==> config.mk <==
export PLATFORM = sky130hd
export DESIGN_NAME = shift_sweep_ctrl
export DESIGN_NICKNAME = d
export VERILOG_FILES = /design/src/rtl/shift_sweep_pkg.sv /design/src/rtl/shift_sweep_oreg.sv /design/src/rtl/shift_sweep_ctrl.sv
export SDC_FILE = /design/constraint.sdc
export NUM_CORES = 1
export LEC_CHECK = 0
export ABC_AREA = 1
export BUFFER_PORTS_ARGS = -buffer_cell sky130_fd_sc_hd__buf_2
export CAP_MARGIN = 20
export CORE_MARGIN = 3
export CORE_UTILIZATION = 45
export CTS_BUF_LIST = sky130_fd_sc_hd__clkbuf_8 sky130_fd_sc_hd__clkbuf_16
export DETAILED_ROUTE_END_ITERATION = 6
export PLACE_DENSITY = 0.85
export SKIP_LAST_GASP = 1
export SYNTH_ARGS = -nofsm -noshare
export SYNTH_HDL_FRONTEND = slang
export SYNTH_SLANG_ARGS = --single-unit
==> constraint.sdc <==
create_clock -name i_clk -period 2.2 [get_ports i_clk]
set_input_delay 0.11 -clock i_clk [delete_from_list [all_inputs] [get_ports i_clk]]
set_output_delay 0.11 -clock i_clk [all_outputs]
set_load 0.05 [all_outputs]
==> src/rtl/shift_sweep_pkg.sv <==
// Shared definitions for the shift_sweep sequencer: FSM state encoding and
// width helpers for the shift-amount and beat-count fields.
package shift_sweep_pkg;

  typedef enum logic [1:0] {
    ST_IDLE  = 2'd0,
    ST_SWEEP = 2'd1,
    ST_DRAIN = 2'd2
  } sweep_state_e;

  localparam int SWEEP_BIT_DEFAULT = 8;

  function automatic int sweep_aw(input int bits);
    return $clog2(bits);
  endfunction

  // One extra bit so a full sweep of BIT beats (and beyond) is expressible.
  function automatic int sweep_cw(input int bits);
    return $clog2(bits) + 1;
  endfunction

endpackage

==> src/rtl/shift_sweep_oreg.sv <==
// One-entry valid/ready output register for shifter result beats.
// Optional SHIFT_SWEEP_PARITY_EN adds a parity bit carried with each beat.
module shift_sweep_oreg #(
  parameter int DW = 8,
  parameter int AW = 3
) (
  input  logic          i_clk,
  input  logic          i_rst,
  input  logic          i_load,
  input  logic [DW-1:0] i_data,
  input  logic [AW-1:0] i_amt,
  input  logic          i_last,
`ifdef SHIFT_SWEEP_PARITY_EN
  input  logic          i_parity,
  output logic          o_parity,
`endif
  input  logic          i_ready,
  output logic          o_valid,
  output logic [DW-1:0] o_data,
  output logic [AW-1:0] o_amt,
  output logic          o_last,
  output logic          o_can_load
);

  // A new beat may enter when the slot is empty or is being drained this cycle.
  assign o_can_load = !o_valid || i_ready;

  always_ff @(posedge i_clk or posedge i_rst) begin
    if (i_rst) begin
      o_valid <= 1'b0;
      o_data  <= '0;
      o_amt   <= '0;
      o_last  <= 1'b0;
    end else if (i_load) begin
      o_valid <= 1'b1;
      o_data  <= i_data;
      o_amt   <= i_amt;
      o_last  <= i_last;
    end else if (o_valid && i_ready) begin
      o_valid <= 1'b0;
    end
  end

`ifdef SHIFT_SWEEP_PARITY_EN
  always_ff @(posedge i_clk or posedge i_rst) begin
    if (i_rst) begin
      o_parity <= 1'b0;
    end else if (i_load) begin
      o_parity <= i_parity;
    end
  end
`endif

endmodule

==> src/rtl/shift_sweep_ctrl.sv <==
// Sequencer driving a combinational barrel shifter with stepping shift amounts
// and streaming its results out. SHIFT_SWEEP_PARITY_EN adds o_out_parity.
module shift_sweep_ctrl
  import shift_sweep_pkg::*;
#(
  parameter  int BIT = SWEEP_BIT_DEFAULT,
  localparam int AW  = sweep_aw(BIT),
  localparam int CW  = sweep_cw(BIT)
) (
  input  logic           i_clk,
  input  logic           i_rst,
  input  logic           i_req_valid,
  output logic           o_req_ready,
  input  logic [BIT-1:0] i_req_data,
  input  logic           i_req_left,
  input  logic [AW-1:0]  i_req_amt,
  input  logic [CW-1:0]  i_req_count,
  output logic [BIT-1:0] o_shf_data,
  output logic           o_shf_left,
  output logic [AW-1:0]  o_shf_amt,
  input  logic [BIT-1:0] i_shf_result,
  output logic           o_out_valid,
  input  logic           i_out_ready,
  output logic [BIT-1:0] o_out_data,
  output logic [AW-1:0]  o_out_amt,
  output logic           o_out_last,
  output logic           o_done
`ifdef SHIFT_SWEEP_PARITY_EN
  ,
  output logic           o_out_parity
`endif
);

  sweep_state_e  state, state_nxt;
  logic [CW-1:0] rem;
  logic [AW-1:0] amt_inc;
  logic          accept, load, done_nxt, can_load, rem_last;

  assign o_req_ready = (state == ST_IDLE);
  assign rem_last    = (rem == CW'(1));
  // Amounts wrap modulo BIT, which also covers non-power-of-two widths.
  assign amt_inc     = (o_shf_amt == AW'(BIT - 1)) ? '0 : o_shf_amt + AW'(1);

  always_ff @(posedge i_clk or posedge i_rst) begin
    if (i_rst) begin
      state  <= ST_IDLE;
      o_done <= 1'b0;
    end else begin
      state  <= state_nxt;
      o_done <= done_nxt;
    end
  end

  always_comb begin
    state_nxt = state;
    accept    = 1'b0;
    load      = 1'b0;
    done_nxt  = 1'b0;
    case (state)
      ST_IDLE: begin
        if (i_req_valid) begin
          accept = 1'b1;
          if (i_req_count == '0) done_nxt  = 1'b1;
          else                   state_nxt = ST_SWEEP;
        end
      end
      ST_SWEEP: begin
        if (can_load) begin
          load = 1'b1;
          if (rem_last) state_nxt = ST_DRAIN;
        end
      end
      ST_DRAIN: begin
        if (o_out_valid && i_out_ready) begin
          done_nxt  = 1'b1;
          state_nxt = ST_IDLE;
        end
      end
      default: state_nxt = ST_IDLE;
    endcase
  end

  // Shifter drive: latched on accept, stepped on every captured beat.
  always_ff @(posedge i_clk or posedge i_rst) begin
    if (i_rst) begin
      o_shf_data <= '0;
      o_shf_left <= 1'b0;
      o_shf_amt  <= '0;
      rem        <= '0;
    end else if (accept) begin
      o_shf_data <= i_req_data;
      o_shf_left <= i_req_left;
      o_shf_amt  <= i_req_amt;
      rem        <= i_req_count;
    end else if (load) begin
      o_shf_amt  <= amt_inc;
      rem        <= rem - CW'(1);
    end
  end

  shift_sweep_oreg #(
    .DW (BIT),
    .AW (AW)
  ) u_oreg (
    .i_clk      (i_clk),
    .i_rst      (i_rst),
    .i_load     (load),
    .i_data     (i_shf_result),
    .i_amt      (o_shf_amt),
    .i_last     (rem_last),
`ifdef SHIFT_SWEEP_PARITY_EN
    .i_parity   (^i_shf_result),
    .o_parity   (o_out_parity),
`endif
    .i_ready    (i_out_ready),
    .o_valid    (o_out_valid),
    .o_data     (o_out_data),
    .o_amt      (o_out_amt),
    .o_last     (o_out_last),
    .o_can_load (can_load)
  );

endmodule
==> flow_summary.yaml <==
finish:
  diodes: 0
  n_fill_cell: 305
  area_growth_syn_to_layout_pct: 25.0
  nets: 271
  drive_gt1_share_pct: 31.4
  final_common_cell: "nand2_1"
  final_cell_mix: "nand2_1 (96), buf_2 (54), dfrtp_1 (32), inv_1 (13), nand3_1 (9)"
hold_path:
  worstHoldPathType: "in2reg"
  hold_start: "i_shf_result[7]"
global_route:
  grt_usage_pct: 16.8
  grt_max_degree: 33
  gr-total-overflow: 0
  grt_pass1_vias: 1198
  grt_pass1_wl_um: 5300
  antenna_found_initial: 0
clock_tree:
  root_buffer: "clkbuf_8"
  path_clk_slew_ps: 60
  cts_sinks: 32
  cts_tree: "done"
  max-clock-path-buffers: 2
  clkLatencyLatePin_ps: 280
  post_cts_resized: 0
  htreeDepth: 2
  numCtsBuffers: 5
setup_path:
  r2r_start: "state[1]"
  start_kind: "flop"
  worst-setup-path-type: "reg2reg"
  arrival_ps: 1590
  crit_fanout: 20
  required_ps: 2420
  crit_start: "state[1]"
  critPathCaptureType: "flop"
placement:
  portBuffers: 54
  gp_routability_congestion: 0.824
  dp.final_hpwl_um: 2240
  dp_slack_ps: 824
synthesis:
  synth.net_count: 213
  synth_seq_cells: 32
  synth_top_family_by_area: "simple AND/OR/NAND/NOR gates"
  synth_top_area_share_pct: 53.1
  syn-instance-count: 181
  seq_area_frac_synth_pct: 53.1
  ys_top_cells_by_area: "dfrtp_1 (53%), nand2_1 (24%), ha_1 (3.3%)"
  synthArstFlopShare_pct: 100
  netlist_area_um2: 1510
  synth-simple-area-share_pct: 36.2
  yosysUniqueCellTypes: 17
  ys.flop_type: "dfrtp_1"
  synth_adder_area_share_pct: 3.32
  synth_edf_count: 0
  synth_xor_area_share_pct: 0.580
  yosys_warnings: 0
  synth_top_cell_by_area: "dfrtp_1"
  synth_compound_area_share_pct: 0.498
  synthMuxAreaShare_pct: 0
  syn_area_per_cell_um2: 8.34
sta:
  max_freq_mhz: 731
  finalClockSkew_ps: 3.51
  tightest_slew_ps: 562
  relSlewSlack_pct: 62.4
  drv_slew: 0
  setup_viol: 0
  hold_viol: 0
  min_period_ps: 1370
  fin_tns_setup_ps: 0
  finalWorstSetupSlack_ps: 832
  finalCritPeriodShare_pct: 62.2
  rsz0062_at_grt: "false"
die:
  die_w_um: 63.9
  die-area_um2: 4080
  fp.coreArea_um2: 3130
  die_y_um: 63.9
  num_rows: 20
  start_util_pct: 48.2
  ios: 55
flow_run:
  maxCapViolCount: 0
pwr:
  peakVddDrop_mv: 0.751
  p_per_area_nw_per_um2: 1810
  p_leak_uw: 0.00113
drt:
  drt_iter0_drc: 71
  drt-vias-per-instance: 4.66
  wirelength_um: 3100
  vias: 1320
  avgRoutedWirePerCell_um: 11.0
  antenna_left: 0
  remaining_drc_errors: 0
  drtPass1Iterations: 4
outcome:
  status: "complete, no violations"
==> final timing paths <==
path,end,slack (ps),cells past startpoint
setup / recovery,state[1],830,5
hold / removal,u_oreg.o_data[7],30,3
setup reg to reg,state[1],830,5
hold reg to reg,o_shf_left,480,2
max in group asynchronous,u_oreg.o_data[3],1450,4
min in group asynchronous,o_shf_data[1],460,4
==> area by class of cell <==
cell class                 count  area (um2)  area share (%)
timing repair buffer          56         288            15.3
clock buffer                   5        68.8            3.65
inverter                      14        52.6            2.79
clock inverter                 2        8.76           0.464
tap                           44        55.1            2.92
sequential                    32         801            42.5
multi-input combinational    130         612            32.4
==> cells by family (layout without fill, tap and decap cells) <==
logic type / Yosys count / count (layout)
simple gates: 124 / 124
flops: 32 / 32
buf+inv: 19 / 77
fa+ha+maj: 4 / 4
compound gates: 1 / 1
xor+xnor: 1 / 1
==> cells in the mapped netlist, types with 2 or more instances <==
master,instances
ha_1,4
nor2_2,2
dfrtp_1,32
nor2_1,5
nor2_8,2
nand2_2,7
nand2_1,96
nand3_1,9
buf_2,2
buf_6,3
inv_1,12
inv_2,2
==> critical path, stage by stage (launching register included) <==
cell     delay [ps]
dfrtp_1         420
inv_2           100
nand2_2          70
nor2_4          470
nand2_1         150
nand2_1          90
==> through the flow <==
stage / hold slack [ps] / util, % / total power, uW / instances / area, um2
after floorplan: 220 / - / 2660 / 181 / 1510
after global placement: 213 / 57.5 / 3000 / 275 / 1800
after detailed placement: 213 / 57.5 / 3040 / 275 / 1800
after CTS: 18.7 / 60.3 / 3450 / 283 / 1890
after global routing: 28.0 / 60.3 / 3690 / 283 / 1890
final: 25.2 / 60.3 / 3420 / 283 / 1890
==> sequential cells by signal (all words and copies together), names as in the netlist <==
name and cells:
u_oreg.o_data 8, u_oreg.o_amt 3, o_shf_data 8, rem 4, u_oreg.o_last 1, o_shf_left 1, o_done 1, u_oreg.o_valid 1
o_shf_amt 3, state 2
==> routing by layer <==
metal | vias to the layer above | global-route usage (%) | routed length (um)
met5 | - | 0 | 0
met4 | 0 | 6.47 | 47
met3 | 4 | 5.80 | 287
met2 | 54 | 28.8 | 1530
met1 | 598 | 19.1 | 1240
li1 | 664 | - | -
==> what timing repair did <==
action | in CTS | in global routing
setup buffers | 0 | 0
hold buffers | 1 | 0
endpoints found under the hold margin | 32 | 0
endpoints found under the setup margin | 0 | 0
==> power by group <==
part	internal, uW	leakage, uW	switching (uW)
combinational	481	0.000688	1470
clock	210	0.0000452	192
sequential	870	0.000395	193
total	1560	0.00113	1850
No activity file was read; power rests on OpenSTA's default activity.
